--- config.mk ---
export PLATFORM = sky130hd
export DESIGN_NAME = dc_ctrl
export DESIGN_NICKNAME = d
export VERILOG_FILES = /design/src/rtl/dc_ctrl.sv
export SDC_FILE = /design/constraint.sdc
export NUM_CORES = 1
export LEC_CHECK = 0
export ABC_AREA = 1
export BUFFER_PORTS_ARGS = -buffer_cell sky130_fd_sc_hd__buf_2
export CAP_MARGIN = 10
export CELL_PAD_IN_SITES_DETAIL_PLACEMENT = 0
export CELL_PAD_IN_SITES_GLOBAL_PLACEMENT = 1
export CORE_ASPECT_RATIO = 2
export CORE_MARGIN = 4
export CORE_UTILIZATION = 25
export DETAILED_ROUTE_END_ITERATION = 12
export PLACE_DENSITY = 0.66
export SETUP_SLACK_MARGIN = 0.1
export SKIP_LAST_GASP = 1
export SYNTH_ARGS = -nofsm -noshare
export SYNTH_HDL_FRONTEND = slang
export SYNTH_SLANG_ARGS = --single-unit
--- constraint.sdc ---
create_clock -name clk -period 2.6 [get_ports clk]
set_clock_uncertainty 0.2 [all_clocks]
set_input_delay 0.26 -clock clk [delete_from_list [all_inputs] [get_ports clk]]
set_output_delay 0.26 -clock clk [all_outputs]
set_load 0.02 [all_outputs]
--- src/rtl/dc_ctrl.sv ---
// Direct-mapped cache controller: tag lookup, dirty-victim writeback,
// line fill and tag update, with saturating hit/miss/writeback counters.
module dc_ctrl #(
  parameter int TAG_W = 6,
  parameter int CNT_W = 16
) (
  input  logic               clk,
  input  logic               rst,
  input  logic               req_valid,
  input  logic               req_wr,
  input  logic [TAG_W+8:0]   req_addr,
  output logic               req_ready,
  output logic               resp_valid,
  output logic               resp_hit,
  output logic [4:0]         ts_index,
  output logic               ts_wr_n,
  output logic [TAG_W+1:0]   ts_wdata,
  input  logic [TAG_W+1:0]   ts_rdata,
  output logic               mem_req,
  output logic               mem_wr,
  output logic [TAG_W+4:0]   mem_addr,
  input  logic               mem_ack,
  output logic               fill_we,
  output logic [CNT_W-1:0]   hit_cnt,
  output logic [CNT_W-1:0]   miss_cnt,
  output logic [CNT_W-1:0]   wb_cnt
);

  typedef enum logic [2:0] {IDLE, LOOKUP, WB, FILL, UPDATE} state_t;

  state_t           state;
  logic             lat_wr;
  logic [TAG_W-1:0] lat_tag;
  logic [4:0]       lat_index;
  logic [TAG_W-1:0] victim_tag;

  logic             rd_valid;
  logic             rd_dirty;
  logic             lookup_hit;

  // The byte offset selects a word inside the line and never reaches the controller.
  logic             unused_offset;
  assign unused_offset = ^req_addr[3:0];

  assign rd_valid   = ts_rdata[TAG_W+1];
  assign rd_dirty   = ts_rdata[TAG_W];
  assign lookup_hit = rd_valid && (ts_rdata[TAG_W-1:0] == lat_tag);

  function automatic logic [CNT_W-1:0] sat_inc(input logic [CNT_W-1:0] v);
    return (&v) ? v : v + 1'b1;
  endfunction

  // State, latched request, victim tag and statistics advance on each rising edge.
  always_ff @(posedge clk) begin
    if (rst) begin
      state      <= IDLE;
      lat_wr     <= 1'b0;
      lat_tag    <= '0;
      lat_index  <= '0;
      victim_tag <= '0;
      hit_cnt    <= '0;
      miss_cnt   <= '0;
      wb_cnt     <= '0;
    end else begin
      case (state)
        IDLE: begin
          if (req_valid) begin
            lat_wr    <= req_wr;
            lat_tag   <= req_addr[TAG_W+8:9];
            lat_index <= req_addr[8:4];
            state     <= LOOKUP;
          end
        end
        LOOKUP: begin
          if (lookup_hit) begin
            hit_cnt <= sat_inc(hit_cnt);
            state   <= IDLE;
          end else begin
            miss_cnt   <= sat_inc(miss_cnt);
            victim_tag <= ts_rdata[TAG_W-1:0];
            state      <= (rd_valid && rd_dirty) ? WB : FILL;
          end
        end
        WB: begin
          if (mem_ack) begin
            wb_cnt <= sat_inc(wb_cnt);
            state  <= FILL;
          end
        end
        FILL: begin
          if (mem_ack) state <= UPDATE;
        end
        UPDATE: state <= IDLE;
        default: state <= IDLE;
      endcase
    end
  end

  // Outputs decode the state; lookup results and the fill strobe follow same-cycle inputs.
  always_comb begin
    req_ready  = 1'b0;
    resp_valid = 1'b0;
    resp_hit   = 1'b0;
    ts_index   = lat_index;
    ts_wr_n    = 1'b1;
    ts_wdata   = '0;
    mem_req    = 1'b0;
    mem_wr     = 1'b0;
    mem_addr   = '0;
    fill_we    = 1'b0;
    case (state)
      IDLE: begin
        req_ready = 1'b1;
        ts_index  = req_addr[8:4];
      end
      LOOKUP: begin
        if (lookup_hit) begin
          resp_valid = 1'b1;
          resp_hit   = 1'b1;
          if (lat_wr && !rd_dirty) begin
            ts_wr_n  = 1'b0;
            ts_wdata = {2'b11, lat_tag};
          end
        end
      end
      WB: begin
        mem_req  = 1'b1;
        mem_wr   = 1'b1;
        mem_addr = {victim_tag, lat_index};
      end
      FILL: begin
        mem_req  = 1'b1;
        mem_addr = {lat_tag, lat_index};
        fill_we  = mem_ack;
      end
      UPDATE: begin
        ts_wr_n    = 1'b0;
        ts_wdata   = {1'b1, lat_wr, lat_tag};
        resp_valid = 1'b1;
      end
      default: ;
    endcase
  end

endmodule

==> results of run 1 <==
[state kept, by name (all words and copies together), names as in the netlist]
name / count
wb_cnt: 16
lat_index: 5
state: 3
miss_cnt: 16
lat_wr: 1
lat_tag: 6
hit_cnt: 16
victim_tag: 6
[power groups by stage]
stage / Sequential [W] / Combinational, W / Clock, W
after floorplan: 0.00118 / 0.000343 / 0
after global placement: 0.00118 / 0.000478 / 0
after detailed placement: 0.00118 / 0.000484 / 0
after CTS: 0.00116 / 0.000494 / 0.00133
after global routing: 0.00116 / 0.000546 / 0.00137
final: 0.00116 / 0.000490 / 0.00128
[per-layer routing]
layer,GRT usage,share of wire,vias to the layer above
met5,0,0,-
met4,0.0730,0.035,0
met3,0.0242,0.032,26
met2,0.263,0.55,78
met1,0.144,0.38,1875
li1,-,-,2083
[metrics by stage]
step | hold WS (ps) | power (W) | instance area (sq um)
final | 22.2 | 0.00293 | 4970
after global routing | 16.2 | 0.00307 | 4970
after CTS | 0.924 | 0.00298 | 4950
after detailed placement | 263 | 0.00166 | 4570
after global placement | 256 | 0.00166 | 4570
after floorplan | 208 | 0.00152 | 3870
[worst paths after layout]
path	start	end	slack (ps)	cells past startpoint
setup reg to reg	state[2]	wb_cnt[3]	490	9
hold / removal	req_addr[9]	lat_tag[0]	20	3
setup / recovery	lat_tag[2]	ts_wdata[1]	290	12
hold reg to reg	lat_index[4]	lat_index[4]	270	2
[timing repair]
action | CTS | global route
gates resized for setup | 0 | 6
hold endpoints to repair | 7 | 0
setup buffers | 0 | 1
hold buffers | 7 | 0
endpoints found under the setup margin | 0 | 9
[cells in the mapped netlist (2+ instances only)]
cell type	number	share of area
inv_2	4	0.0039
ha_1	3	0.0097
xnor2_1	15	0.034
a21oi_1	59	0.076
inv_1	51	0.049
xor2_1	15	0.034
nand4_1	9	0.015
buf_6	4	0.012
o21ai_0	39	0.050
clkbuf_1	11	0.011
nor3_4	3	0.013
nand3b_1	2	0.0039
nand2_2	4	0.0065
nor2_1	63	0.061
nand2_1	138	0.13
nor3_1	8	0.010
dfxtp_1	69	0.36
nand3_1	56	0.072
nor2_2	2	0.0032
[critical path, cell delays in order, from the launching register on]
cell and delay, ps:
dfxtp_1 310, inv_1 110, nand2_1 70, nand2_1 50
nand2_1 70, nor2_2 120, nand2_2 140, nor2_8 110
nand2_1 50, nand2_1 100, inv_2 100, nor2_2 120
buf_2 180
[area by class of cell]
| type | instances | share of cell area |
|---|---|---|
| multi-input combinational | 427 | 0.437 |
| sequential | 69 | 0.278 |
| timing repair buffer | 118 | 0.131 |
| tap | 198 | 0.0498 |
| clock buffer | 10 | 0.0480 |
| inverter | 55 | 0.0415 |
| clock inverter | 6 | 0.0143 |
| antenna | 1 | 0.000503 |
[kinds of logic after synthesis]
group,share of synthesized area
AO/OA/AOI/OAI,0.131
XOR/XNOR,0.0679
adder cells (fa/ha/maj),0.00970
buffers and inverters,0.0837
flip-flops,0.357
AND/OR/NAND/NOR,0.351
==> results.toml, run 1 <==
[placed_design]
port-buffer-count = 102
hpwl_um = 9080
dp_slack_ps = 479
dp.cells = 859
gp_congestion = 0.865

[worst_setup_path]
worstPathRequired_ps = 2140
critPathKind = "reg2out"
critPathArrivalTime_ps = 1850
path_max_fanout = 8
end_kind = "primary output"
critPathLaunchType = "flip-flop"

[layout]
final_cells = 884
seq_area_sq_mm = 0.00138
final_cell_mix = "138 x nand2_1, 101 x buf_2, 69 x dfxtp_1, 60 x nor2_1, 59 x a21oi_1"
multi_input_area_sq_mm = 0.00218
syn_to_final_growth_pct = 28.5
final_common_cell = "nand2_1"
layout.filler_cells = 1716
drive_gt1_frac = 0.222
fin_nets = 711
final_core_utilization = 0.327

[power_and_ir_drop]
irDropWorstVdd_mv = 0.320
comb_power_share = 0.167
p_seq_frac = 0.395
power.density_mw_per_mm2 = 588
p_sw_w = 0.000888
cell_internal_pwr_w = 0.00204
power_frac_clock = 0.438
swShare = 0.303
leakage_nw = 2.14

[floorplan]
floorplan.rows = 64
top_level_ports = 107
placeableCoreArea_sq_mm = 0.0152
die_area_sq_mm = 0.0177
fp.dieH_um = 184
die_w_um = 96.0
start_util = 0.254

[global_route]
antenna_found_initial = 1
grt_first_pass_wirelength_um = 19500
grt_pass1_vias = 4043
grt_start_max_net_pins = 42
grt_use_total = 0.141
gr-total-overflow = 0

[yosys]
ys_types = 34
yosysSeqAreaShare = 0.357
ys.warnings.count = 0
synth-edff-count = 0
avgSynthCellArea_sq_um = 6.79
async_flop_share = 0
synth_seq_cells = 69
ys.flop_type = "dfxtp_1"
syn_nets = 601
synthCells = 570
synthesis.area_sq_mm = 0.00387

[cts]
clkLatencyLatePin_ps = 330
cts_tree = "built"
clkTransAtPathRegs_ps = 60
h-tree-depth = 3
cts_sinks = 69
clockRootBuffer = "clkbuf_16"
numCtsBuffers = 9
cts_buffer_depth = 2

[timing]
drv_slew = 0
setup-tns-final_ps = 0
setup_viol = 0
worst_slack_ps = 295
fin_crit_sh = 0.887
layout_min_cycle_time_ps = 2310
grt_setup_unrepaired = "yes"
hold_violations = 0
tightest_slew_ps = 506
max_slew_margin = 0.663
max_freq_ghz = 0.434

[route]
drtPass1Iterations = 4
wire_per_inst_um = 13.6
viasPerCell = 4.60
first_iter_violations = 151
wirelength_um = 12000
ant_nets = 0
routed-via-count = 4062
drc = 0

[status]
status = "completed"

[hold_path]
min_path_type = "in2reg"

[job]
drv_cap = 0
(Power assumes the default switching activity.)
==> run 2, diff against run 1 <==
--- a/config.mk
+++ b/config.mk
@@ -14,6 +14,7 @@
 export CORE_MARGIN = 4
 export CORE_UTILIZATION = 25
 export DETAILED_ROUTE_END_ITERATION = 12
+export HOLD_SLACK_MARGIN = 0.03
 export PLACE_DENSITY = 0.66
 export SETUP_SLACK_MARGIN = 0.1
 export SKIP_LAST_GASP = 1
==> run 2 against run 1 <==
Compared with the run above: final cell count grew 1.1%; cell area grew 2.0%; maximum frequency shrank 0.12%; clock power is essentially flat; critical path depth is the same; combinational power grew 2%; critical endpoint unchanged.
==> results.toml, run 2 (synthesized netlist as in run 1, its figures left out) <==
[route]
drtPass1Iterations = 4
viasPerCell = 4.61
first_iter_violations = 143
ant_nets = 0
wire_per_inst_um = 13.5
routed-via-count = 4122
drc = 0
wirelength_um = 12100

[layout]
drive_gt1_frac = 0.219
final_common_cell = "nand2_1"
syn_to_final_growth_pct = 31.1
seq_area_sq_mm = 0.00138
multi_input_area_sq_mm = 0.00218
final_core_utilization = 0.334
largestRegisters = "hit_cnt x16, miss_cnt x16, wb_cnt x16"
layout.filler_cells = 1704
final_cells = 894
final_cell_mix = "138 x nand2_1, 101 x buf_2, 69 x dfxtp_1, 60 x nor2_1, 59 x a21oi_1"
fin_nets = 721

[worst_setup_path]
path_max_fanout = 8
slowest_stage = "dfxtp_1"
path_cells = "inv_1 -> nand2_1 -> nand2_1 -> nand2_1 -> nor2_2 -> nand2_2 -> nor2_8 -> nand2_1 -> nand2_1 -> inv_2 -> nor2_2 -> buf_2"
timing.rr.end = "wb_cnt[3]"
worstPathRequired_ps = 2140
startpoint = "lat_tag[2]"
reg2reg_slack_ps = 460
path_buf_inv = 3
slowest_delay_ps = 310
end_kind = "primary output"
critPathTopFamily = "simple AND/OR/NAND/NOR gates"
reg2reg_from = "state[2]"
crit_end = "ts_wdata[1]"
critPathKind = "reg2out"
crit_top_cell = "nand2_1"
reg2reg_depth = 9
critPathArrivalTime_ps = 1850
critPathLaunchType = "flip-flop"
cp.depth = 12

[cts]
cts_buffer_depth = 2
clkTransAtPathRegs_ps = 60
cts_tree = "built"
numCtsBuffers = 9
clkLatencyLatePin_ps = 330
h-tree-depth = 3
clockRootBuffer = "clkbuf_16"
cts_sinks = 69

[global_route]
antenna_found_initial = 1
grt_use_total = 0.141
grt_first_pass_wirelength_um = 19600
gr-total-overflow = 0
grt_pass1_vias = 4086
grt_start_max_net_pins = 42

[floorplan]
die_area_sq_mm = 0.0177
top_level_ports = 107
floorplan.rows = 64
fp.dieH_um = 184
die_w_um = 96.0
start_util = 0.254
placeableCoreArea_sq_mm = 0.0152

[timing]
layout_min_cycle_time_ps = 2310
grt_setup_unrepaired = "yes"
fin_crit_sh = 0.888
hold_violations = 0
max_slew_margin = 0.659
worst_slack_ps = 292
tightest_slew_ps = 511
setup_viol = 0
drv_slew = 0
setup-tns-final_ps = 0
max_freq_ghz = 0.433

[power_and_ir_drop]
swShare = 0.303
p_sw_w = 0.000889
irDropWorstVdd_mv = 0.320
comb_power_share = 0.171
p_total_w = 0.00294
p_seq_frac = 0.393
cell_internal_pwr_w = 0.00205
power.density_mw_per_mm2 = 579
power_frac_clock = 0.436
leakage_nw = 2.18

[placed_design]
port-buffer-count = 102
dp.cells = 859
dp_slack_ps = 479
hpwl_um = 9080
gp_congestion = 0.865

[job]
drv_cap = 0

[status]
status = "completed"

[hold_path]
min_path_type = "in2reg"
hp-start = "req_addr[4]"
-- run 2: worst register-to-register path, delay by kind of cell, from the launching register on --
kind | cells | cell delay [ps]
simple gates | 6 | 950
flops | 1 | 350
buf+inv | 3 | 530
-- run 2: cell type report --
| type | instances | area share |
|---|---|---|
| antenna | 1 | 0.000493 |
| clock buffer | 10 | 0.0471 |
| clock inverter | 6 | 0.0141 |
| inverter | 55 | 0.0407 |
| multi-input combinational | 427 | 0.429 |
| sequential | 69 | 0.272 |
| tap | 198 | 0.0488 |
| timing repair buffer | 128 | 0.148 |
-- run 2: worst min path at each step --
stage / end / slack [ps] / cells past startpoint
after floorplan: victim_tag[1] / 210 / 2
after global placement: lat_index[3] / 260 / 2
after detailed placement: lat_index[3] / 260 / 2
after CTS: lat_index[0] / 40 / 3
after global routing: state[0] / 90 / 4
final: lat_index[0] / 60 / 3
-- run 2: power by group through the flow --
| stage | Sequential [W] | Clock, W | Combinational (W) |
|---|---|---|---|
| floorplan | 0.00118 | 0 | 0.000343 |
| global route | 0.00116 | 0.00137 | 0.000559 |
| detailed placement | 0.00118 | 0 | 0.000484 |
| CTS | 0.00116 | 0.00133 | 0.000506 |
| finish | 0.00116 | 0.00128 | 0.000502 |
| global placement | 0.00118 | 0 | 0.000478 |
-- run 2: timing repair --
item,4_1_cts,5_1_grt
gates resized for setup,0,6
setup buffers,0,1
endpoints found under the setup margin,0,9
hold endpoints to repair,17,0
hold buffers,17,0
-- run 2: metal layers --
layer,vias to the layer above,track usage,part of all wire
li1,2102,-,-
met1,1916,0.145,0.38
met2,78,0.264,0.55
met3,26,0.0242,0.032
met4,0,0.0730,0.035
met5,-,0,0
-- run 2: metrics by stage --
step | area, sq um | hold WS (ps)
after floorplan | 3870 | 208
after global placement | 4570 | 256
after detailed placement | 4570 | 263
after CTS | 5050 | 44.3
after global routing | 5070 | 89.1
final | 5070 | 63.4
==> run 3, diff against run 2 <==
--- a/config.mk
+++ b/config.mk
@@ -12,10 +12,10 @@
 export CELL_PAD_IN_SITES_GLOBAL_PLACEMENT = 1
 export CORE_ASPECT_RATIO = 2
 export CORE_MARGIN = 4
-export CORE_UTILIZATION = 25
+export CORE_UTILIZATION = 37
 export DETAILED_ROUTE_END_ITERATION = 12
 export HOLD_SLACK_MARGIN = 0.03
-export PLACE_DENSITY = 0.66
+export PLACE_DENSITY = 0.89
 export SETUP_SLACK_MARGIN = 0.1
 export SKIP_LAST_GASP = 1
 export SYNTH_ARGS = -nofsm -noshare
==> run 3 against run 2 <==
Compared with the run above: non-clock buffer count decreased by 9; power decreased by 5.1%; sequential cell count unchanged; worst setup slack got worse by 12 ps; sequential share of layout area increased by 1.1 points; worst hold slack got worse by 31 ps; utilization increased by 15 points; routed wire length decreased by 8.8%; first-iteration DRC count increased by 7.0%; clock power decreased by 10%.
==> results.toml, run 3 (synthesized netlist as in run 1, its figures left out) <==
[status]
status = "completed"

[worst_setup_path]
worstPathRequired_ps = 2140
critPathKind = "reg2out"
reg2reg_slack_ps = 470
path_cells = "inv_1 -> a21boi_0 -> nand2_1 -> nor2_1 -> nand2_2 -> nor2_8 -> nand2_1 -> nand2_1 -> inv_2 -> nor2_1 -> buf_4"
critPathLaunchType = "flip-flop"
startpoint = "lat_tag[3]"
crit_end = "ts_wdata[4]"
path_max_fanout = 8
reg2reg_from = "hit_cnt[0]"
end_kind = "primary output"
slowest_delay_ps = 320
critPathArrivalTime_ps = 1860
slowest_stage = "dfxtp_1"
reg2reg_depth = 7
timing.rr.end = "hit_cnt[1]"
crit_top_cell = "nand2_1"

[floorplan]
die_area_sq_mm = 0.0123
die_w_um = 80.3
floorplan.rows = 52
start_util = 0.381
top_level_ports = 107
fp.dieH_um = 153
placeableCoreArea_sq_mm = 0.0101

[layout]
antennaDiodeCount = 0
multi_input_area_sq_mm = 0.00217
final_cell_mix = "138 x nand2_1, 98 x buf_2, 69 x dfxtp_1, 62 x nor2_1, 59 x a21oi_1"
final_common_cell = "nand2_1"
seq_area_sq_mm = 0.00138
syn_to_final_growth_pct = 26.1
layout.filler_cells = 1076
largestRegisters = "hit_cnt x16, miss_cnt x16, wb_cnt x16"
fin_nets = 712
drive_gt1_frac = 0.211

[route]
viasPerCell = 4.94
ant_nets = 0
wire_per_inst_um = 13.4
wirelength_um = 11000
drc = 0
drtPass1Iterations = 5
first_iter_violations = 153
routed-via-count = 4058

[global_route]
antenna_found_initial = 0
grt_pass1_vias = 3989
gr-total-overflow = 0
grt_first_pass_wirelength_um = 18400
grt_use_total = 0.187
grt_start_max_net_pins = 42

[cts]
h-tree-depth = 3
clockRootBuffer = "clkbuf_16"
cts_buffer_depth = 2
cts_tree = "built"
numCtsBuffers = 9
clkLatencyLatePin_ps = 330
cts_sinks = 69
clkTransAtPathRegs_ps = 50

[timing]
setup_viol = 0
tightest_slew_ps = 778
grt_setup_unrepaired = "no"
drv_slew = 0
hold_violations = 0
layout_min_cycle_time_ps = 2320
fin_crit_sh = 0.892
max_freq_ghz = 0.431
max_slew_margin = 0.481
setup-tns-final_ps = 0
holdWs_ps = 32.8

[hold_path]
min_path_type = "in2reg"

[power_and_ir_drop]
p_sw_w = 0.000835
p_seq_frac = 0.415
power_frac_clock = 0.413
power.density_mw_per_mm2 = 571
irDropWorstVdd_mv = 0.465
leakage_nw = 2.14
comb_power_share = 0.172
cell_internal_pwr_w = 0.00195
swShare = 0.300

[placed_design]
hpwl_um = 8140
gp_congestion = 0.833
port-buffer-count = 102

[job]
drv_cap = 0
-- run 3: worst min path at each step --
stage | from | to | slack (ps) | cells past startpoint
after detailed placement | lat_index[0] | lat_index[0] | 270 | 2
after global routing | req_addr[12] | lat_tag[3] | 40 | 3
after global placement | lat_index[4] | lat_index[4] | 260 | 2
after floorplan | ts_rdata[1] | victim_tag[1] | 210 | 2
after CTS | req_addr[8] | lat_index[4] | 40 | 3
final | req_addr[12] | lat_tag[3] | 30 | 3
-- run 3: power by group through the flow --
stage | clock (W) | combinational [W] | sequential [W]
floorplan | 0 | 0.000343 | 0.00118
global placement | 0 | 0.000460 | 0.00118
detailed placement | 0 | 0.000468 | 0.00118
CTS | 0.00117 | 0.000482 | 0.00116
global route | 0.00123 | 0.000539 | 0.00116
finish | 0.00115 | 0.000479 | 0.00116
-- run 3: layer usage --
layer  global-route usage  wire [um]  vias up
met5                    0          0        -
met4               0.0814        271        0
met3               0.0331        372       20
met2                0.354       6230       79
met1                0.191       4140     1881
li1                     -          -     2078
-- run 3: stage by stage --
step           setup WS, ps  cell area, sq um  power, W  utilization  cells
2_1_floorplan           457              3870   0.00152            -    570
3_3_place_gp            549              4450   0.00164        0.439    791
3_5_place_dp            479              4450   0.00165        0.439    791
4_1_cts                 165              4850   0.00281        0.478    819
5_1_grt                96.7              4880   0.00293        0.481    821
6_report                280              4880   0.00279        0.481    821
-- run 3: layout make-up --
class | count | area share
Multi-Input combinational cell | 427 | 0.444
Clock buffer | 11 | 0.0518
Sequential cell | 69 | 0.283
Timing Repair Buffer | 119 | 0.139
Tap cell | 135 | 0.0346
Inverter | 55 | 0.0423
Clock inverter | 5 | 0.00513
-- run 3: repair_timing --
action / CTS / global route
buffers inserted: 0 / 2
endpoints found under the setup margin: 0 / 7
endpoints found under the hold margin: 12 / 0
resized for setup: 0 / 5
hold buffers: 12 / 0
-- run 3: worst max-delay path, delay by kind of cell (launching register included) --
kind,cells,cell delay (ps)
simple gates,7,690
flops,1,320
compound gates,1,170
buf+inv,3,340
